`src/rtl/aes_mux_pkg.sv`:
```
// Shared constants for the AES datapath muxes.
package aes_mux_pkg;

  // One AES state, in bits.
  localparam int AES_STATE_W    = 128;
  // Default number of input channels on the AES muxes.
  localparam int MUXN_DEFAULT_N = 2;

endpackage

```
`src/rtl/pipe_mux_n_rr_arbiter.sv`:
```
// Round-robin arbiter for pipe_mux_n: grants the first requester at or after
// the pointer, wrapping N-1 -> 0. The pointer moves past the grant only when
// the caller reports that the grant was actually consumed (advance).
module rr_arbiter #(
  parameter int N = 2,
  localparam int SEL_W = (N > 2) ? $clog2(N) : 1
) (
  input  logic             clk,
  input  logic             rst_n,
  input  logic [N-1:0]     req,
  input  logic             advance,
  output logic [SEL_W-1:0] grant,
  output logic             grant_valid
);

  logic [SEL_W-1:0] ptr;

  // Scan from the farthest candidate back to the pointer so the nearest requester wins.
  always_comb begin
    int j;
    grant       = ptr;
    grant_valid = 1'b0;
    j           = 0;
    for (int k = N - 1; k >= 0; k--) begin
      j = int'(ptr) + k;
      if (j >= N) j = j - N;
      if (req[j]) begin
        grant       = SEL_W'(j);
        grant_valid = 1'b1;
      end
    end
  end

  // Pointer moves to the channel after the consumed grant.
  always_ff @(posedge clk or negedge rst_n) begin
    if (!rst_n) begin
      ptr <= '0;
    end else if (advance && grant_valid) begin
      ptr <= (int'(grant) == N - 1) ? '0 : grant + 1'b1;
    end
  end

endmodule

```
`src/rtl/pipe_mux_n.sv`:
```
// N-channel mux feeding a one-entry output register with valid/ready on both
// sides. Channel choice comes from sel by default; defining MUXN_RR_ARB_EN
// replaces sel with a round-robin arbiter over in_valid (sel ignored, err_sel 0).
module pipe_mux_n
  import aes_mux_pkg::*;
#(
  parameter int WIDTH = AES_STATE_W,
  parameter int N     = MUXN_DEFAULT_N,
  localparam int SEL_W = (N > 2) ? $clog2(N) : 1
) (
  input  logic               clk,
  input  logic               rst_n,
  input  logic [N*WIDTH-1:0] in_data,
  input  logic [N-1:0]       in_valid,
  output logic [N-1:0]       in_ready,
  input  logic [SEL_W-1:0]   sel,
  output logic [WIDTH-1:0]   out_data,
  output logic               out_valid,
  input  logic               out_ready,
  output logic [SEL_W-1:0]   out_sel,
  output logic               err_sel
);

  logic             can_load;
  logic [SEL_W-1:0] grant;
  logic             grant_ok;
  logic             xfer;
  logic             err_d;
  logic [WIDTH-1:0] grant_data;

  assign can_load = !out_valid || out_ready;

`ifdef MUXN_RR_ARB_EN
  logic unused_sel;
  assign unused_sel = ^sel;
  assign err_d      = 1'b0;

  rr_arbiter #(.N(N)) u_arb (
    .clk         (clk),
    .rst_n       (rst_n),
    .req         (in_valid),
    .advance     (xfer),
    .grant       (grant),
    .grant_valid (grant_ok)
  );
`else
  logic sel_ok;

  // With a power-of-two N every sel code names a real channel.
  if ((1 << SEL_W) == N) begin : g_sel_full
    assign sel_ok = 1'b1;
  end else begin : g_sel_partial
    assign sel_ok = (int'(sel) < N);
  end

  assign grant = sel;
  assign grant_ok = sel_ok;
  assign err_d = !sel_ok;
`endif

  assign grant_data = in_data[grant*WIDTH +: WIDTH];
  assign xfer       = can_load && grant_ok && in_valid[grant];

  // Only the granted channel sees ready, and only when the output slot can take a word.
  always_comb begin
    in_ready = '0;
    if (can_load && grant_ok) in_ready[grant] = 1'b1;
  end

  // Output register: load on transfer, drain on accept, hold while stalled.
  always_ff @(posedge clk or negedge rst_n) begin
    if (!rst_n) begin
      out_valid <= 1'b0;
      out_data  <= '0;
      out_sel   <= '0;
      err_sel   <= 1'b0;
    end else begin
      err_sel <= err_d;
      if (xfer) begin
        out_valid <= 1'b1;
        out_data  <= grant_data;
        out_sel   <= grant;
      end else if (out_ready) begin
        out_valid <= 1'b0;
      end
    end
  end

endmodule

```
`config.mk`:
```
export PLATFORM = sky130hd
export DESIGN_NAME = pipe_mux_n
export DESIGN_NICKNAME = d
export VERILOG_FILES = /design/src/rtl/aes_mux_pkg.sv /design/src/rtl/pipe_mux_n_rr_arbiter.sv /design/src/rtl/pipe_mux_n.sv
export SDC_FILE = /design/constraint.sdc
export NUM_CORES = 1
export LEC_CHECK = 0
export ABC_AREA = 1
export CAP_MARGIN = 30
export CORE_AREA = 3 3 154 156
export CTS_CLUSTER_SIZE = 25
export DETAILED_ROUTE_END_ITERATION = 10
export DIE_AREA = 0 0 157 159
export GPL_TIMING_DRIVEN = 0
export PLACE_DENSITY = 0.65
export SETUP_SLACK_MARGIN = 0.4
export SYNTH_ARGS = -nofsm -noshare
export SYNTH_HDL_FRONTEND = slang
export SYNTH_SLANG_ARGS = --single-unit
export TNS_END_PERCENT = 10
```
`constraint.sdc`:
```
create_clock -name clk -period 1.6 [get_ports clk]
set_clock_uncertainty 0.15 [all_clocks]
set_input_delay 0.48 -clock clk [delete_from_list [all_inputs] [get_ports clk]]
set_output_delay 0.48 -clock clk [all_outputs]
set_load 0.005 [all_outputs]
```
==> impl_results.html, run 1 <==
<table>
<tr><th>Metric</th><th>Value</th></tr>
<tr><th colspan="2">Floorplanning</th></tr>
<tr><td>Die area</td><td>25000 um^2</td></tr>
<tr><td>Effective utilization at floorplan</td><td>0.297</td></tr>
<tr><td>Die X</td><td>about 160 um</td></tr>
<tr><td>I/O Pins</td><td>between 300 and 400</td></tr>
<tr><td>Core region area</td><td>~23000 um^2</td></tr>
<tr><td>Row count</td><td>55</td></tr>
<tr><td>Die height</td><td>between 150 and 200 um</td></tr>
<tr><th colspan="2">Power</th></tr>
<tr><td>Clk network pwr share</td><td>0.364</td></tr>
<tr><td>Switching power of the nets</td><td>3400 uW</td></tr>
<tr><td>Total internal power</td><td>roughly 8300 uW</td></tr>
<tr><td>Power share of the combinational group</td><td>0.277</td></tr>
<tr><td>Overall Power</td><td>11700 uW</td></tr>
<tr><td>Power density cells</td><td>1030 nW/um^2</td></tr>
<tr><td>Sequential fraction of design power</td><td>0.360</td></tr>
<tr><td>VDD IR max</td><td>0.567 mV</td></tr>
<tr><td>P_leak</td><td>about 0.0063 uW</td></tr>
<tr><td>Switching part of the total</td><td>0.290</td></tr>
<tr><th colspan="2">CTS</th></tr>
<tr><td>TritonCTS clock tree</td><td>built</td></tr>
<tr><td>Number of sinks driven by the clock tree</td><td>between 100 and 150</td></tr>
<tr><td>CTS Root Buffer Type</td><td>sky130_fd_sc_hd__clkbuf_16</td></tr>
<tr><td>Source-to-sink clock delay at the later pin of the worst-skew pair</td><td>410 ps</td></tr>
<tr><td>CTS clock-pin slew for the worst setup and hold paths</td><td>around 60 ps</td></tr>
<tr><td>Number of buffers created by CTS</td><td>17</td></tr>
<tr><td>Max clock buf depth</td><td>2</td></tr>
<tr><td>Number of H-tree branching levels</td><td>4</td></tr>
<tr><th colspan="2">Final layout</th></tr>
<tr><td>Sequential standard cell area</td><td>approximately 3300 um^2</td></tr>
<tr><td>Number of nets in the layout</td><td>~1700</td></tr>
<tr><td>Antenna Diode Count</td><td>0</td></tr>
<tr><td>Most frequent cells in the layout</td><td>646 x sky130_fd_sc_hd__nand2_1, 256 x sky130_fd_sc_hd__clkdlybuf4s50_1, 137 x sky130_fd_sc_hd__buf_2</td></tr>
<tr><td>Layout fillers</td><td>about 2300</td></tr>
<tr><td>Fraction of layout instances using a drive strength above 1</td><td>0.178</td></tr>
<tr><td>Area of the multi-input gates</td><td>around 3100 um^2</td></tr>
<tr><td>Area added between synthesis and finish</td><td>70.8%</td></tr>
<tr><td>Most frequent standard cell in the layout excluding fill and tap cells</td><td>sky130_fd_sc_hd__nand2_1</td></tr>
<tr><th colspan="2">Detailed routing</th></tr>
<tr><td>Total iterations of the first detailed-routing run</td><td>5</td></tr>
<tr><td>DRC violations left</td><td>0</td></tr>
<tr><td>Via total after detailed routing</td><td>between 7000 and 8000</td></tr>
<tr><td>Drt via density</td><td>between 4 and 5</td></tr>
<tr><td>Starting DRC count in detailed routing</td><td>~370</td></tr>
<tr><td>Post-DRT Antenna Nets</td><td>0</td></tr>
<tr><td>Post-detailed-routing wire length</td><td>~27000 um</td></tr>
<tr><td>WL per Instance</td><td>16.1 um</td></tr>
<tr><th colspan="2">Job</th></tr>
<tr><td>Maximum capacitance violations</td><td>0</td></tr>
<tr><th colspan="2">STA</th></tr>
<tr><td>Worst hold slack</td><td>-133 ps</td></tr>
<tr><td>Slew at the pin closest to its max-slew limit</td><td>roughly 560 ps</td></tr>
<tr><td>Post-layout min period</td><td>about 1900 ps</td></tr>
<tr><td>Smallest setup slack after layout</td><td>-276 ps</td></tr>
<tr><td>Unrepaired setup endpoints after global routing</td><td>yes</td></tr>
<tr><td>Tcrit/Tclk final</td><td>1.17</td></tr>
<tr><td>Number of hold violations in the final report</td><td>54</td></tr>
<tr><td>Final Max Tran Viols</td><td>0</td></tr>
<tr><td>Final-report setup violation count</td><td>3</td></tr>
<tr><td>Maximum clock frequency</td><td>~0.53 GHz</td></tr>
<tr><td>Headroom to the max-slew limit</td><td>0.624</td></tr>
<tr><th colspan="2">Yosys</th></tr>
<tr><td>Post-synthesis sequential element count</td><td>130</td></tr>
<tr><td>Unique masters post-synth</td><td>11</td></tr>
<tr><td>Area share of fa/ha/maj cells after synthesis</td><td>0</td></tr>
<tr><td>Xor and xnor fraction of the mapped netlist area</td><td>0</td></tr>
<tr><td>Complex-gate fraction of the synthesized area</td><td>0</td></tr>
<tr><td>Synthesized area per cell</td><td>about 6.8 um^2</td></tr>
<tr><td>Largest family of logic cells by synthesized area</td><td>simple AND/OR/NAND/NOR gates</td></tr>
<tr><td>Synthesized-area fraction occupied by and/or/nand/nor cells</td><td>0.461</td></tr>
<tr><td>Number of instances in the synthesized netlist</td><td>between 900 and 1000</td></tr>
<tr><td>Cell Area, Synth</td><td>around 6700 um^2</td></tr>
<tr><td>Net count after synthesis</td><td>1246</td></tr>
<tr><td>Cell type contributing the most total cell area after synthesis</td><td>sky130_fd_sc_hd__dfrtp_1</td></tr>
<tr><td>Sequential area share after synthesis</td><td>0.486</td></tr>
<tr><td>Portion of netlist area occupied by mux cells</td><td>0</td></tr>
<tr><td>Proportion of netlist area held by the largest area contributor</td><td>0.486</td></tr>
<tr><td>Top cells by area, synth</td><td>sky130_fd_sc_hd__dfrtp_1 49%, sky130_fd_sc_hd__nand2_1 36%, sky130_fd_sc_hd__nand3_1 9.6%</td></tr>
<tr><td>Number of warning messages in the yosys log</td><td>0</td></tr>
<tr><th colspan="2">Global route</th></tr>
<tr><td>Vias in the first global route</td><td>~7500</td></tr>
<tr><td>Global-route wire length before repair</td><td>41600 um</td></tr>
<tr><td>Antenna violations before repair</td><td>0</td></tr>
<tr><td>All-Layer GR Usage</td><td>0.214</td></tr>
<tr><td>Remaining global-route overflow</td><td>0</td></tr>
<tr><td>Pin count of the biggest net entering global routing</td><td>between 70 and 80</td></tr>
<tr><td>Met2 routing resource usage after global routing</td><td>0.367</td></tr>
<tr><td>GR Layer Usage met1</td><td>0.269</td></tr>
<tr><td>Met3 usage in global routing</td><td>0.0489</td></tr>
<tr><td>Most heavily used metal layer in global routing</td><td>met2</td></tr>
<tr><th colspan="2">Worst setup path</th></tr>
<tr><td>Category of the worst setup path launch point</td><td>register</td></tr>
<tr><td>Crit. End Element</td><td>primary output</td></tr>
<tr><td>Required time of the critical path</td><td>~970 ps</td></tr>
<tr><td>Maximum fanout along the worst path</td><td>2</td></tr>
<tr><td>Crit path arrival time</td><td>~1300 ps</td></tr>
<tr><td>Setup Crit Path Kind</td><td>reg2out</td></tr>
<tr><td>Reg-to-reg slack, setup</td><td>100 ps</td></tr>
<tr><th colspan="2">Placement</th></tr>
<tr><td>Global placement routability congestion</td><td>0.846</td></tr>
<tr><td>Post-placement setup slack</td><td>-1100 ps</td></tr>
<tr><td>Estimated wirelength of the detail-placed design</td><td>around 21000 um</td></tr>
<tr><td>Count of input and output buffers</td><td>between 300 and 400</td></tr>
<tr><th colspan="2">Run status</th></tr>
<tr><td>Result of the run</td><td>finished, violations left</td></tr>
<tr><td>Violated checks</td><td>hold timing, setup timing</td></tr>
<tr><th colspan="2">Hold path</th></tr>
<tr><td>Hold crit path type</td><td>in2async</td></tr>
</table>
flip-flops by register name (all words and copies together), names as in the netlist:
signal	count
out_valid	1
out_sel	1
out_data	128
path summary, 6_finish.rpt:
check                              from      endpoint  depth (start not counted)
max                           out_valid   in_ready[1]                          5
min                               rst_n  out_data[50]                          1
max reg2reg                   out_valid  out_data[94]                          7
min reg2reg                out_data[56]  out_data[56]                          2
max in group asynchronous         rst_n   out_data[8]                          2
min in group clk            in_valid[1]       out_sel                          3
power by group through the flow:
stage	sequential (uW)	combinational [uW]	clock, uW
CTS	4210	3240	4360
global route	4300	3590	4510
global placement	4250	3610	0
finish	4220	3240	4270
detailed placement	4270	3640	0
floorplan	4310	1090	0
cell usage after synthesis:
cell                       number
sky130_fd_sc_hd__inv_2          1
sky130_fd_sc_hd__nor2_1         2
sky130_fd_sc_hd__clkbuf_1      10
sky130_fd_sc_hd__conb_1         1
sky130_fd_sc_hd__inv_1          2
sky130_fd_sc_hd__buf_4          1
sky130_fd_sc_hd__buf_1          6
sky130_fd_sc_hd__nand2_1      649
sky130_fd_sc_hd__dfrtp_1      130
sky130_fd_sc_hd__nand3_1      128
sky130_fd_sc_hd__buf_2         54
layout make-up:
class | count | area share
Clock buffer | 18 | 0.0376
Inverter | 3 | 0.00230
Clock inverter | 13 | 0.0184
Timing Repair Buffer | 403 | 0.307
Sequential cell | 130 | 0.285
Buffer | 71 | 0.0451
Multi-Input combinational cell | 780 | 0.274
Tap cell | 285 | 0.0312
stage by stage:
| step | hold WS, ps | TNS, ps | util | std cells | area, um^2 |
|---|---|---|---|---|---|
| finish | -133 | -658 | 0.508 | 1703 | 11400 |
| global route | -109 | -1050 | 0.508 | 1703 | 11400 |
| CTS | -119 | -3480 | 0.505 | 1699 | 11400 |
| detailed placement | 307 | -102820 | 0.492 | 1663 | 11100 |
| global placement | 303 | -826300 | 0.490 | 1662 | 11000 |
| floorplan | 34.4 | 0 | - | 984 | 6740 |
repair_timing:
action / 4_1_cts / 5_1_grt
cloned: 2 / 0
hold endpoints to repair: 54 / 54
gates resized for setup: 507 / 125
endpoints found under the setup margin: 262 / 262
buffers inserted: 3 / 4
pin swaps: 1 / 1
kinds of logic after synthesis:
family | Yosys count
buffers and inverters | 74
and+or+nand+nor | 779
DFF | 130
other | 1
critical path, cell delays in order (launching register included):
cell and delay, ps:
sky130_fd_sc_hd__dfrtp_1 400, sky130_fd_sc_hd__nand2_4 80, sky130_fd_sc_hd__buf_8 100, sky130_fd_sc_hd__inv_4 40
sky130_fd_sc_hd__nor2_4 110, sky130_fd_sc_hd__buf_6 110
per-layer routing:
| metal | share of wire | routed length, um |
|---|---|---|
| met3 | 0.059 | 1610 |
| met4 | 0.016 | 443 |
| met1 | 0.42 | 11600 |
| met5 | 0 | 0 |
| met2 | 0.50 | 13800 |
No activity file was read; power rests on OpenSTA's default activity.
==> inputs of run 2 (changes only) <==
--- a/config.mk
+++ b/config.mk
@@ -5,14 +5,14 @@
 export SDC_FILE = /design/constraint.sdc
 export NUM_CORES = 1
 export LEC_CHECK = 0
-export ABC_AREA = 1
+export ABC_AREA = 0
 export CAP_MARGIN = 30
-export CORE_AREA = 3 3 154 156
+export CORE_AREA = 3 3 150 152
 export CTS_CLUSTER_SIZE = 25
 export DETAILED_ROUTE_END_ITERATION = 10
-export DIE_AREA = 0 0 157 159
+export DIE_AREA = 0 0 153 155
 export GPL_TIMING_DRIVEN = 0
-export PLACE_DENSITY = 0.65
+export PLACE_DENSITY = 0.73
 export SETUP_SLACK_MARGIN = 0.4
 export SYNTH_ARGS = -nofsm -noshare
 export SYNTH_HDL_FRONTEND = slang
==> constraint.sdc (replaced) <==
create_clock -name clk -period 1.56 [get_ports clk]
set_clock_uncertainty 0.15 [all_clocks]
set_input_delay 0.468 -clock clk [delete_from_list [all_inputs] [get_ports clk]]
set_output_delay 0.468 -clock clk [all_outputs]
set_load 0.005 [all_outputs]
==> run 2 against run 1 <==
  * The run still ends with hold timing, setup timing left
  * Die area shrank 5.0%
  * Clock-buffer cell count grew 1
  * Synthesized area grew 4.9%
  * Critical path depth grew 1
  * Cell area grew 0.94%
  * Cell count shrank 33%
  * Critical endpoint is now out_data[59]
  * Largest cell class unchanged
==> impl_results.html, run 2 <==
<table>
<tr><th>Metric</th><th>Value</th></tr>
<tr><th colspan="2">Worst setup path</th></tr>
<tr><td>Most common cell type on the critical path</td><td>sky130_fd_sc_hd__buf_12</td></tr>
<tr><td>Critical-path cell with the highest stage delay</td><td>sky130_fd_sc_hd__dfrtp_1 (unchanged)</td></tr>
<tr><td>Crit. End Element</td><td>register (was primary output)</td></tr>
<tr><td>Worst path cell trace</td><td>and2b_2, buf_4, nor2_4, buf_12, buf_12, mux2_4 (was nand2_4, buf_8, inv_4, nor2_4, buf_6)</td></tr>
<tr><td>Cells on worst reg2reg path</td><td>6 (was 7)</td></tr>
<tr><td>Largest stage delay, worst path</td><td>380 ps (was 400 ps)</td></tr>
<tr><td>Worst reg2reg path endpoint</td><td>out_data[59] (was out_data[94])</td></tr>
<tr><td>Crit path arrival time</td><td>1960 ps (was 1250 ps)</td></tr>
<tr><td>Reg-to-reg slack, setup</td><td>-270 ps (was 100 ps)</td></tr>
<tr><td>Category of the worst setup path launch point</td><td>register (unchanged)</td></tr>
<tr><td>Required time of the critical path</td><td>1690 ps (was 970 ps)</td></tr>
<tr><td>Maximum fanout along the worst path</td><td>10 (was 2)</td></tr>
<tr><td>Setup Crit Path Kind</td><td>reg2reg (was reg2out)</td></tr>
<tr><td>Worst R2R Start</td><td>out_valid (unchanged)</td></tr>
<tr><th colspan="2">Final layout</th></tr>
<tr><td>Number of nets in the layout</td><td>1116 (was 1668)</td></tr>
<tr><td>Regs by FF count</td><td>out_data: 128 flops, out_sel: 1 flops, out_valid: 1 flops (unchanged)</td></tr>
<tr><td>Fraction of layout instances using a drive strength above 1</td><td>0.540 (was 0.178)</td></tr>
<tr><td>Most frequent cells in the layout</td><td>258 x sky130_fd_sc_hd__clkdlybuf4s50_1, 130 x sky130_fd_sc_hd__dfrtp_1, 128 x sky130_fd_sc_hd__mux2_2 (was 646 x sky130_fd_sc_hd__nand2_1, 256 x sky130_fd_sc_hd__clkdlybuf4s50_1, 137 x sky130_fd_sc_hd__buf_2)</td></tr>
<tr><td>Antenna Diode Count</td><td>0 (unchanged)</td></tr>
<tr><td>Flip-flop count of the largest register, all copies and words added</td><td>128 (unchanged)</td></tr>
<tr><td>Layout fillers</td><td>1829 (was 2272)</td></tr>
<tr><td>Final design area excluding fillers</td><td>11500 um^2 (was 11400 um^2)</td></tr>
<tr><td>Register with the most flip-flops</td><td>out_data (unchanged)</td></tr>
<tr><td>Area added between synthesis and finish</td><td>64.4% (was 70.8%)</td></tr>
<tr><td>Most frequent standard cell in the layout excluding fill and tap cells</td><td>sky130_fd_sc_hd__clkdlybuf4s50_1 (was sky130_fd_sc_hd__nand2_1)</td></tr>
<tr><td>Final core utilization</td><td>0.545 (was 0.508)</td></tr>
<tr><th colspan="2">Placement</th></tr>
<tr><td>Count of input and output buffers</td><td>392 (was 393)</td></tr>
<tr><td>Estimated wirelength of the detail-placed design</td><td>16700 um (was 21100 um)</td></tr>
<tr><td>Post-placement setup slack</td><td>-921 ps (was -1100 ps)</td></tr>
<tr><td>Placed instance area</td><td>11300 um^2 (was 11100 um^2)</td></tr>
<tr><td>Global placement routability congestion</td><td>0.796 (was 0.846)</td></tr>
<tr><th colspan="2">Yosys</th></tr>
<tr><td>Top cells by area, synth</td><td>sky130_fd_sc_hd__dfrtp_1 46%, sky130_fd_sc_hd__mux2_4 26%, sky130_fd_sc_hd__mux2_2 21% (was sky130_fd_sc_hd__dfrtp_1 49%, sky130_fd_sc_hd__nand2_1 36%, sky130_fd_sc_hd__nand3_1 9.6%)</td></tr>
<tr><td>Cell type contributing the most total cell area after synthesis</td><td>sky130_fd_sc_hd__dfrtp_1 (unchanged)</td></tr>
<tr><td>Post-synth EDFFs</td><td>0 (unchanged)</td></tr>
<tr><td>Primary FF master, synth</td><td>sky130_fd_sc_hd__dfrtp_1 (unchanged)</td></tr>
<tr><td>Synthesized area per cell</td><td>16.4 um^2 (was 6.80 um^2)</td></tr>
<tr><td>Number of warning messages in the yosys log</td><td>0 (unchanged)</td></tr>
<tr><td>Net count after synthesis</td><td>690 (was 1246)</td></tr>
<tr><td>FFs w/ async S/R, synth</td><td>1.00 (unchanged)</td></tr>
<tr><td>Post-synthesis sequential element count</td><td>130 (unchanged)</td></tr>
<tr><td>Cell Area, Synth</td><td>7020 um^2 (was 6690 um^2)</td></tr>
<tr><td>Sequential area share after synthesis</td><td>0.464 (was 0.486)</td></tr>
<tr><td>Library cell with the highest instance count after synthesis</td><td>sky130_fd_sc_hd__dfrtp_1 (was sky130_fd_sc_hd__nand2_1)</td></tr>
<tr><td>Number of instances in the synthesized netlist</td><td>428 (was 984)</td></tr>
<tr><td>Proportion of netlist area held by the largest area contributor</td><td>0.464 (was 0.486)</td></tr>
<tr><td>Ranking of synthesized cells by instance count</td><td>130 x sky130_fd_sc_hd__dfrtp_1, 128 x sky130_fd_sc_hd__mux2_2, 120 x sky130_fd_sc_hd__mux2_4, 11 x sky130_fd_sc_hd__buf_12, 11 x sky130_fd_sc_hd__buf_2 (was 649 x sky130_fd_sc_hd__nand2_1, 130 x sky130_fd_sc_hd__dfrtp_1, 128 x sky130_fd_sc_hd__nand3_1, 54 x sky130_fd_sc_hd__buf_2, 10 x sky130_fd_sc_hd__clkbuf_1)</td></tr>
<tr><td>Unique masters post-synth</td><td>19 (was 11)</td></tr>
<tr><th colspan="2">CTS</th></tr>
<tr><td>CTS Root Buffer Type</td><td>sky130_fd_sc_hd__clkbuf_16 (unchanged)</td></tr>
<tr><td>Source-to-sink clock delay at the later pin of the worst-skew pair</td><td>400 ps (was 410 ps)</td></tr>
<tr><td>Number of sinks driven by the clock tree</td><td>130 (unchanged)</td></tr>
<tr><td>Number of buffers created by CTS</td><td>17 (unchanged)</td></tr>
<tr><td>CTS clock-pin slew for the worst setup and hold paths</td><td>60 ps (about the same)</td></tr>
<tr><td>Number of H-tree branching levels</td><td>4 (unchanged)</td></tr>
<tr><td>TritonCTS clock tree</td><td>built (unchanged)</td></tr>
<tr><td>Max clock buf depth</td><td>2 (unchanged)</td></tr>
<tr><th colspan="2">STA</th></tr>
<tr><td>Smallest setup slack after layout</td><td>-272 ps (was -276 ps)</td></tr>
<tr><td>Final Max Tran Viols</td><td>0 (unchanged)</td></tr>
<tr><td>Worst hold slack</td><td>-117 ps (was -133 ps)</td></tr>
<tr><td>Number of hold violations in the final report</td><td>62 (was 54)</td></tr>
<tr><td>Slew at the pin closest to its max-slew limit</td><td>629 ps (was 564 ps)</td></tr>
<tr><td>Unrepaired setup endpoints after global routing</td><td>yes (unchanged)</td></tr>
<tr><td>Maximum clock frequency</td><td>approximately 0.55 GHz</td></tr>
<tr><td>Final-report setup violation count</td><td>136 (was 3)</td></tr>
<tr><td>Headroom to the max-slew limit</td><td>0.581 (was 0.624)</td></tr>
<tr><td>Tcrit/Tclk final</td><td>1.17</td></tr>
<tr><td>Post-layout min period</td><td>approximately 1800 ps</td></tr>
<tr><th colspan="2">Floorplanning</th></tr>
<tr><td>Effective utilization at floorplan</td><td>0.332 (was 0.297)</td></tr>
<tr><td>Die area</td><td>23700 um^2 (was 25000 um^2)</td></tr>
<tr><td>I/O Pins</td><td>395 (unchanged)</td></tr>
<tr><td>Die height</td><td>155 um (was 159 um)</td></tr>
<tr><td>Row count</td><td>53 (was 55)</td></tr>
<tr><td>Core region area</td><td>21200 um^2 (was 22500 um^2)</td></tr>
<tr><td>Die X</td><td>153 um (was 157 um)</td></tr>
<tr><th colspan="2">Detailed routing</th></tr>
<tr><td>DRC violations left</td><td>0 (unchanged)</td></tr>
<tr><td>Drt via density</td><td>4.49 (was 4.48)</td></tr>
<tr><td>Post-detailed-routing wire length</td><td>21400 um (was 27500 um)</td></tr>
<tr><td>Starting DRC count in detailed routing</td><td>139 (was 372)</td></tr>
<tr><td>Post-DRT Antenna Nets</td><td>0 (unchanged)</td></tr>
<tr><td>Total iterations of the first detailed-routing run</td><td>4 (was 5)</td></tr>
<tr><td>Via total after detailed routing</td><td>5128 (was 7624)</td></tr>
<tr><td>WL per Instance</td><td>18.7 um (was 16.1 um)</td></tr>
<tr><th colspan="2">Global route</th></tr>
<tr><td>Antenna violations before repair</td><td>0 (unchanged)</td></tr>
<tr><td>Vias in the first global route</td><td>5664 (was 7453)</td></tr>
<tr><td>All-Layer GR Usage</td><td>0.177 (was 0.214)</td></tr>
<tr><td>Pin count of the biggest net entering global routing</td><td>69 (was 77)</td></tr>
<tr><td>Remaining global-route overflow</td><td>0 (unchanged)</td></tr>
<tr><td>Global-route wire length before repair</td><td>32800 um (was 41600 um)</td></tr>
<tr><th colspan="2">Power</th></tr>
<tr><td>Power density cells</td><td>1080 nW/um^2 (was 1030 nW/um^2)</td></tr>
<tr><td>P_leak</td><td>0.00520 uW (was 0.00625 uW)</td></tr>
<tr><td>VDD IR max</td><td>0.801 mV (was 0.567 mV)</td></tr>
<tr><td>Overall Power</td><td>12500 uW (was 11700 uW)</td></tr>
<tr><th colspan="2">Run status</th></tr>
<tr><td>Violated checks</td><td>hold timing, setup timing (unchanged)</td></tr>
<tr><td>Result of the run</td><td>finished, violations left (unchanged)</td></tr>
<tr><th colspan="2">Hold path</th></tr>
<tr><td>Hold crit path type</td><td>in2async (unchanged)</td></tr>
<tr><th colspan="2">Job</th></tr>
<tr><td>Maximum capacitance violations</td><td>0 (unchanged)</td></tr>
</table>
==> run 2: cell types whose count changed after synthesis, moves of 5 or more <==
cell / delta
sky130_fd_sc_hd__mux2_1: +8
sky130_fd_sc_hd__mux2_2: +128
sky130_fd_sc_hd__buf_2: -43
sky130_fd_sc_hd__buf_1: -6
sky130_fd_sc_hd__clkbuf_1: -8
sky130_fd_sc_hd__nand3_1: -128
sky130_fd_sc_hd__buf_6: +5
sky130_fd_sc_hd__nand2_1: -647
sky130_fd_sc_hd__mux2_4: +120
sky130_fd_sc_hd__buf_12: +11
==> run 2: power breakdown <==
| group | switching [uW] | total (uW) | internal, uW | leakage, uW |
|---|---|---|---|---|
| clock | 1540 | 4300 | 2760 | 0.000306 |
| sequential | 382 | 4450 | 4070 | 0.00152 |
| combinational | 1240 | 3750 | 2510 | 0.00338 |
==> run 2: how the worst max path moves through the flow <==
stage	start	cells after the start	to	slack, ps
2_1_floorplan	sel	6	out_data[0]	-210
3_3_place_gp	rst_n	1	out_data[29]	-5530
3_5_place_dp	out_ready	4	in_ready[1]	-920
4_1_cts	out_valid	3	in_ready[1]	-290
5_1_grt	out_valid	3	in_ready[0]	-330
6_report	out_valid	6	out_data[59]	-270
==> run 2: critical path: cells and delay by family (launching register included) <==
family                 cells  cell delay [ps]
buffers and inverters      3              520
DFF                        1              380
and+or+nand+nor            2              350
muxes                      1              310
==> run 2: metal layers <==
metal | track usage | wire length, um | vias up
met2 | 0.313 | 11000 | 252
met4 | 0.0492 | 302 | 0
li1 | - | - | 2400
met5 | 0 | 0 | -
met3 | 0.0626 | 1830 | 21
met1 | 0.204 | 8200 | 2455
==> run 2: kinds of logic after synthesis <==
family | Yosys count | share of synthesized area
AO/OA/AOI/OAI | 2 | 0.00196
multiplexers | 257 | 0.478
other | 1 | 0.000534
buffers and inverters | 31 | 0.0499
flip-flops | 130 | 0.464
AND/OR/NAND/NOR | 7 | 0.00571
==> run 2: stage by stage <==
step,std cells,setup TNS (ps)
6_report,1141,-30550
5_1_grt,1141,-37880
4_1_cts,1139,-33680
3_5_place_dp,1096,-102000
3_3_place_gp,1095,-818630
2_1_floorplan,428,-25960
==> run 2: timing repair <==
| item | 4_1_cts | 5_1_grt |
|---|---|---|
| gates resized for setup | 494 | 38 |
| endpoints found under the hold margin | 62 | 62 |
| pin swaps | 1 | 0 |
| setup endpoints to repair | 261 | 260 |
| buffers inserted | 12 | 1 |
| cloned | 0 | 1 |
==> run 2: layout make-up <==
cell class	count	area, um^2	area share
tap	275	344	0.0298
multi-input combinational	267	3440	0.299
clock buffer	19	453	0.0393
buffer	30	393	0.0341
sequential	130	3250	0.282
clock inverter	12	180	0.0156
inverter	1	3.75	0.000325
timing repair buffer	407	3460	0.300
